## config.mk

```make
export PLATFORM = sky130hd
export DESIGN_NAME = ram4_bank_flat
export DESIGN_NICKNAME = d
export VERILOG_FILES = /design/src/rtl/ram4_bank_if.sv /design/src/rtl/ram4_bank.sv /design/src/flat_wrapper.sv
export SDC_FILE = /design/constraint.sdc
export NUM_CORES = 1
export LEC_CHECK = 0
export CORE_MARGIN = 2
export CORE_UTILIZATION = 30
export DETAILED_ROUTE_END_ITERATION = 10
export MAX_ROUTING_LAYER = met4
export SYNTH_ARGS = -nofsm -noshare
export SYNTH_HDL_FRONTEND = slang
export SYNTH_SLANG_ARGS = --single-unit
```

## constraint.sdc

```tcl
create_clock -name clk -period 2.9 [get_ports clk]
set_input_delay 0.87 -clock clk [delete_from_list [all_inputs] [get_ports clk]]
set_output_delay 0.87 -clock clk [all_outputs]
set_load 0.05 [all_outputs]
```

## src/rtl/ram4_bank_if.sv

```systemverilog
// Bus bundle for ram4_bank: write/read port, clear request, status and debug strobes.
interface ram4_bank_if #(parameter int WIDTH = 16);
  logic [WIDTH-1:0] in;
  logic             load;
  logic [1:0]       address;
  logic             clr_req;
  logic [WIDTH-1:0] out;
  logic             busy;
  logic [3:0]       ld_vec;

  modport master (output in, load, address, clr_req, input out, busy, ld_vec);
  modport slave  (input in, load, address, clr_req, output out, busy, ld_vec);
endinterface

```

## src/rtl/ram4_bank.sv

```systemverilog
// Four-word register bank with registered read and a one-word-per-cycle clear sequencer.
// Optional macro RAM4_BYPASS_EN makes same-address read-during-write return the new data.
module dmux4way (
  input  logic       in,
  input  logic [1:0] sel,
  output logic       a,
  output logic       b,
  output logic       c,
  output logic       d
);
  assign a = in & (sel == 2'd0);
  assign b = in & (sel == 2'd1);
  assign c = in & (sel == 2'd2);
  assign d = in & (sel == 2'd3);
endmodule

module ram4_bank #(parameter int WIDTH = 16) (
  input logic        clk,
  input logic        rst_n,
  ram4_bank_if.slave bus
);
  typedef enum logic {IDLE = 1'b0, CLEAR = 1'b1} state_t;

  state_t                  state_q;
  logic [1:0]              clr_ptr_q;
  logic [3:0][WIDTH-1:0]   word_q;
  logic [WIDTH-1:0]        out_q, out_d;
  logic                    eff_load;
  logic [3:0]              ld_vec;

  // A pending or running clear masks every write strobe.
  assign eff_load = bus.load & (state_q == IDLE) & ~bus.clr_req;

  dmux4way u_dec (
    .in (eff_load),
    .sel(bus.address),
    .a  (ld_vec[0]),
    .b  (ld_vec[1]),
    .c  (ld_vec[2]),
    .d  (ld_vec[3])
  );

  always_comb begin
    out_d = word_q[bus.address];
`ifdef RAM4_BYPASS_EN
    if (ld_vec[bus.address]) out_d = bus.in;
`endif
  end

  always_ff @(posedge clk or negedge rst_n) begin
    if (!rst_n) begin
      state_q   <= IDLE;
      clr_ptr_q <= 2'd0;
      word_q    <= '0;
      out_q     <= '0;
    end else begin
      out_q <= out_d;
      for (int i = 0; i < 4; i++)
        if (ld_vec[i]) word_q[i] <= bus.in;
      case (state_q)
        IDLE: if (bus.clr_req) begin
          state_q   <= CLEAR;
          clr_ptr_q <= 2'd0;
        end
        CLEAR: begin
          word_q[clr_ptr_q] <= '0;
          clr_ptr_q         <= clr_ptr_q + 2'd1;
          if (clr_ptr_q == 2'd3) state_q <= IDLE;
        end
        default: state_q <= IDLE;
      endcase
    end
  end

  assign bus.out    = out_q;
  assign bus.busy   = (state_q == CLEAR);
  assign bus.ld_vec = ld_vec;
endmodule

```

## src/flat_wrapper.sv

```systemverilog
// flat-port wrapper written by rule: the top's interface ports become plain ports
module ram4_bank_flat 
#(parameter int WIDTH = 16)
  (clk, rst_n, bus_in, bus_load, bus_address, bus_clr_req, bus_out, bus_busy, bus_ld_vec);
  ram4_bank_if #(.WIDTH(WIDTH)) bus_i ();
  input logic clk;
  input logic rst_n;
  input wire logic [$bits(bus_i.in)-1:0] bus_in;
  input wire logic [$bits(bus_i.load)-1:0] bus_load;
  input wire logic [$bits(bus_i.address)-1:0] bus_address;
  input wire logic [$bits(bus_i.clr_req)-1:0] bus_clr_req;
  output wire logic [$bits(bus_i.out)-1:0] bus_out;
  output wire logic [$bits(bus_i.busy)-1:0] bus_busy;
  output wire logic [$bits(bus_i.ld_vec)-1:0] bus_ld_vec;
  assign bus_i.in = bus_in;
  assign bus_i.load = bus_load;
  assign bus_i.address = bus_address;
  assign bus_i.clr_req = bus_clr_req;
  assign bus_out = bus_i.out;
  assign bus_busy = bus_i.busy;
  assign bus_ld_vec = bus_i.ld_vec;
  ram4_bank #(.WIDTH(WIDTH)) u_core (.clk(clk), .rst_n(rst_n), .bus(bus_i));
endmodule
```

==> summary.txt, run 1 <==
skew final = 0.004397 ns
Root Buffer = clkbuf_16
IO Pins = 43
layout cells sized above 1 = 0.1599
H-tree depth = 3
synthesized cell area = 3732 µm²
critical path depth = 1
# setup viols final = 0
first-pass GRT wire length = 14.44 mm
core area = 12060 µm²
clk buf depth = 2
clock sink total = 83
leak pwr = 2.034 nW
CP startpoint = u_core.bus.busy$_DFF_PN0_
RR Startpoint = u_core.bus.busy$_DFF_PN0_
FF-to-FF End = u_core.word_q[30]$_DFF_PN0_
register-to-register setup slack = 1.02 ns
R2R depth = 5
CP arrival = 1.85 ns
DRT Pass-1 Iters = 4
input/output buffers = 42
cell taking the most area after synthesis = dfrtp_1
via total after detailed routing = 2571
CP Class = register to primary output
period utilization = 0.9378
CTS tree = yes
CP max stage cell = clkdlybuf4s50_1
FMAX = 367.7 MHz
Die X = 115.5 µm
Synth area leaders = dfrtp_1, mux4_2, mux2i_1, nand2_1, nand3_1
met1 Use GR = 0.1780
Area Growth Syn to Fin = 23.87%
WP data required = 2.03 ns
DRC Markers = 0
setup slack after layout = 0.1804 ns
Reg clk slew, reported paths = 0.06 ns
# rows = 40
CP cell instances = clkdlybuf4s50_1
Initial Util = 0.3094
Cell Pwr Density = 766.8 nW/µm²
Crit. End Element = primary output
Cell variety after synth = 23
cts hold-fix bufs = 0
met2 usage = 0.2468
Fin Setup TNS = 0 ns
largest net degree at the start of global routing = 66
Ys Warns = 0
Tmin final = 2.720 ns
initial drt markers = 190
critical path launch point type = register
routing usage on met3 = 0.01883
Seq/Total Area, Yosys = 0.5565
worst slew pin tran = 0.7955 ns
Total Wirelength = 9.015 mm
die area = 13350 µm²
Mean Syn Cell Area = 11.52 µm²
Mapped Nets = 350
Hold Fails Final Rpt = 0
Placement Setup Slack = -0.2738 ns
status = finished clean
HP Class = primary input to async pin
top cell type's share of synthesized area = 0.5565
Max-slew headroom = 0.4684
Total Routing Usage GR = 0.1503
Final nets = 390
vias in the first global route = 2719
Detail Placement HPWL = 5.661 mm
pins over their slew limit = 0
ANT cells = 0
maximum VDD drop = 0.3002 mV
post-route ant nets = 0
gr busiest metal = met2
crit-path max FO = 11
Synth Register Bits = 83
TritonCTS buffer count = 9
Max-Cap Viols = 0
worst stage delay on the critical path = 0.89 ns
CP Buf/Inv Count = 1
clk_lat worst skew = 0.34 ns
delay-heaviest family, CP = buffers and inverters
RD Place Congestion = 0.7961
cells after synthesis = 324
Die Height = 115.5 µm
RSZ-0062 raised after global routing = false
crit path capture = bus_busy
wire per inst = 16.79 µm
vias per cell = 4.788
total grt overflow = 0
initial antenna violation count = 0
## what timing repair did
action,4_1_cts,5_1_grt
endpoints found under the setup margin,4,3
gates resized for setup,10,3
buffers inserted,1,0
cloned,0,0
pin swaps,1,0
## power breakdown
| part | internal, W | leakage, nW | switching (W) |
|---|---|---|---|
| Clock | 0.000625 | 0.137 | 0.000430 |
| Combinational | 0.000331 | 0.759 | 0.000615 |
| Sequential | 0.00140 | 1.14 | 0.000140 |
| Total | 0.00236 | 2.03 | 0.00119 |
## Yosys cell counts (all sizes together)
cell type	count
inv	19
mux2i	33
nand2	68
buf	17
nor4b	1
and2	2
nor4bb	1
a22o	1
and2b	2
o21ai	32
dfrtp	83
mux2	1
mux4	16
clkbuf	11
nand3	32
ha	4
nor2	1
## state kept, by name, indices dropped and copies added (netlist names)
signal            count
u_core.bus.busy       1
u_core.clr_ptr_q      2
u_core.bus.out       16
u_core.word_q        64
## area by class of cell
class | instances | area (µm²)
clock inverters | 2 | 10.01
well taps | 168 | 210.2
repair buffers | 57 | 566.8
multi-input cells | 194 | 1424
inverters | 19 | 71.32
flip-flops and latches | 83 | 2077
fillers | 1171 | 7438
clock buffers | 14 | 264.0
## metal layers
metal	wire (µm)	share of wire
met1	3857	0.43
met2	4607	0.51
met3	236	0.026
met4	312	0.035
met5	0	0
## worst min-delay path by stage
stage / endpoint / slack, ns / cells past startpoint / startpoint
after global placement: u_core.word_q[62]$_DFF_PN0_ / 0.50 / 2 / u_core.word_q[62]$_DFF_PN0_
after floorplan: u_core.word_q[44]$_DFF_PN0_ / 0.49 / 2 / u_core.word_q[44]$_DFF_PN0_
final: u_core.word_q[34]$_DFF_PN0_ / 0.41 / 1 / rst_n
after detailed placement: u_core.word_q[62]$_DFF_PN0_ / 0.51 / 2 / u_core.word_q[62]$_DFF_PN0_
after global routing: u_core.clr_ptr_q[0]$_DFFE_PN0P_ / 0.42 / 1 / rst_n
after CTS: u_core.clr_ptr_q[0]$_DFFE_PN0P_ / 0.41 / 1 / rst_n
## cell usage in the layout, fill, tap and decap left out
master           count
clkbuf_1             3
inv_1               19
clkinv_2             2
nor4b_4              1
buf_2                1
o21ai_1              4
buf_12               5
clkdlybuf4s50_1     33
clkbuf_16            9
o21ai_0             28
dlygate4sd2_1        1
a22o_1               1
and2b_2              2
ha_1                 4
dfrtp_1             83
nand3_1             32
clkbuf_2             2
mux2_2               1
nand2_1             68
nor4bb_4             1
clkbuf_8             2
buf_4               15
and2_4               2
nor2_1               1
mux2i_1             33
mux4_2              16
## stage by stage
stage / std cells / hold WS, ns / cell area [µm²] / power (W) / utilization
3_5_place_dp: 520 / 0.5105 / 4345 / 0.002516 / 0.3603
5_1_grt: 537 / 0.4161 / 4623 / 0.003732 / 0.3833
2_1_floorplan: 324 / 0.4895 / 3744 / 0.002158 / -
4_1_cts: 537 / 0.4062 / 4632 / 0.003581 / 0.3840
6_report: 537 / 0.4129 / 4623 / 0.003545 / 0.3833
3_3_place_gp: 520 / 0.5044 / 4345 / 0.002474 / 0.3603
## logic make-up (layout without fill, tap and decap cells)
| logic type | Yosys count | after routing | share of synthesized area |
|---|---|---|---|
| AND/OR/NAND/NOR | 107 | 107 | 0.1287 |
| flip-flops | 83 | 83 | 0.5565 |
| multiplexers | 50 | 50 | 0.1881 |
| buffers and inverters | 47 | 92 | 0.06805 |
| AO/OA/AOI/OAI | 33 | 33 | 0.04526 |
| adder cells (fa/ha/maj) | 4 | 4 | 0.01341 |
No activity file was read; power rests on OpenSTA's default activity.
==> run 2, diff against run 1 <==
Settings changed: TNS_END_PERCENT set to 5.
==> summary.txt, run 2 (synthesis gave the netlist of run 1 again) <==
Cell Pwr Density = 772.8 nW/µm²
Detail Placement HPWL = 5.847 mm
CP Class = primary input to primary output
CP max stage cell = dlygate4sd2_1
core area = 12060 µm²
pins over their slew limit = 0
Initial Util = 0.3094
most frequent cells in the layout = dfrtp_1, nand2_1, mux2i_1, clkdlybuf4s50_1, nand3_1
R2R depth = 5
total grt overflow = 0
CP arrival = 1.93 ns
die area = 13350 µm²
crit-path max FO = 4
post-route ant nets = 0
initial antenna violation count = 1
delay-heaviest family, CP = buffers and inverters
H-tree depth = 3
period utilization = 0.9659
input/output buffers = 42
Tmin final = 2.801 ns
Placement Setup Slack = -0.2939 ns
Seq pwr share = 0.430
# setup viols final = 0
register with the most flip-flops = u_core.word_q
wire per inst = 16.85 µm
via total after detailed routing = 2595
Total Wirelength = 9.064 mm
CP Buf/Inv Count = 3
Total Routing Usage GR = 0.1554
Fin Setup TNS = 0 ns
internal power = 0.002414 W
clock sink total = 83
P_sw = 0.001182 W
worst slew pin tran = 0.7242 ns
FF-to-FF End = u_core.word_q[19]$_DFF_PN0_
first-pass GRT wire length = 15.12 mm
WP data required = 2.03 ns
IO Pins = 43
placed cell area = 4360 µm²
Gate power share = 0.261
vias per cell = 4.823
maximum VDD drop = 0.2614 mV
TritonCTS buffer count = 9
status = finished clean
Crit. End Element = primary output
Clock power frac = 0.309
DRC Markers = 0
Sw Share = 0.3287
Root Buffer = clkbuf_16
Max-slew headroom = 0.5160
critical path launch point type = primary input
critical path depth = 5
final std cells w/o fill = 538
Die X = 115.5 µm
initial drt markers = 144
layout cells sized above 1 = 0.1626
Final nets = 392
CTS tree = yes
HP Class = primary input to async pin
worst stage delay on the critical path = 0.29 ns
Area Growth Syn to Fin = 24.67%
DRT Pass-1 Iters = 4
Final Power = 0.003596 W
Reg clk slew, reported paths = 0.06 ns
# rows = 40
crit path capture = bus_ld_vec[0]
skew final = 0.006007 ns
Largest register FFs = 64
register-to-register setup slack = 1.01 ns
RR Startpoint = u_core.bus.busy$_DFF_PN0_
clk buf depth = 2
RSZ-0062 raised after global routing = false
most common cell after layout, fill and taps aside = dfrtp_1
CP cell instances = dlygate4sd2_1 > nor4b_4 > buf_4 > and2b_2 > buf_12
leak pwr = 2.050 nW
Max-Cap Viols = 0
clk_lat worst skew = 0.34 ns
CP startpoint = bus_address[0]
Die Height = 115.5 µm
RD Place Congestion = 0.7532
setup slack after layout = 0.09894 ns
placed insts = 522
Hold Fails Final Rpt = 0
largest net degree at the start of global routing = 44
post-route cell area = 4653 µm²
vias in the first global route = 2799
FMAX = 357.0 MHz
## run 2: how the worst min path moves through the flow
stage | from | to | slack [ns] | depth (start not counted)
after floorplan | u_core.word_q[44]$_DFF_PN0_ | u_core.word_q[44]$_DFF_PN0_ | 0.49 | 2
after global placement | u_core.word_q[54]$_DFF_PN0_ | u_core.word_q[54]$_DFF_PN0_ | 0.50 | 2
after detailed placement | u_core.word_q[45]$_DFF_PN0_ | u_core.word_q[45]$_DFF_PN0_ | 0.51 | 2
after CTS | u_core.word_q[45]$_DFF_PN0_ | u_core.word_q[45]$_DFF_PN0_ | 0.52 | 2
after global routing | u_core.word_q[32]$_DFF_PN0_ | u_core.word_q[32]$_DFF_PN0_ | 0.54 | 2
final | rst_n | u_core.clr_ptr_q[0]$_DFFE_PN0P_ | 0.51 | 1
## run 2: power groups by stage
stage | Sequential [W] | Clock, W | Combinational [W]
finish | 0.00155 | 0.00111 | 0.000937
detailed placement | 0.00157 | 0 | 0.000948
floorplan | 0.00171 | 0 | 0.000450
CTS | 0.00155 | 0.00113 | 0.000951
global placement | 0.00155 | 0 | 0.000924
global route | 0.00158 | 0.00119 | 0.00102
## run 2: layer usage
layer  vias up  track usage  share of wire
met4         0      0.08835          0.027
met5         -            -              0
met1      1322       0.1945           0.41
met3        16      0.01831          0.043
met2        79       0.2448           0.52
li1       1178            -              -
## run 2: area by class of cell
| cell class | instances | area (µm²) |
|---|---|---|
| Fill cell | 1168 | 7408 |
| Sequential cell | 83 | 2077 |
| Multi-Input combinational cell | 194 | 1424 |
| Timing Repair Buffer | 59 | 585.6 |
| Clock buffer | 11 | 242.7 |
| Tap cell | 168 | 210.2 |
| Inverter | 19 | 71.32 |
| Clock inverter | 3 | 40.04 |
| Antenna cell | 1 | 2.502 |
## run 2: repair_timing
item / 4_1_cts / 5_1_grt
endpoints found under the hold margin: 0 / 0
setup endpoints to repair: 4 / 2
setup buffers: 1 / 0
hold buffers: 0 / 0
gates resized for setup: 8 / 2
## run 2: per-stage QoR
| stage | hold WS (ns) | util |
|---|---|---|
| after floorplan | 0.4895 | - |
| after global placement | 0.5047 | 0.3615 |
| final | 0.5125 | 0.3858 |
| after global routing | 0.5369 | 0.3858 |
| after detailed placement | 0.5136 | 0.3615 |
| after CTS | 0.5218 | 0.3859 |
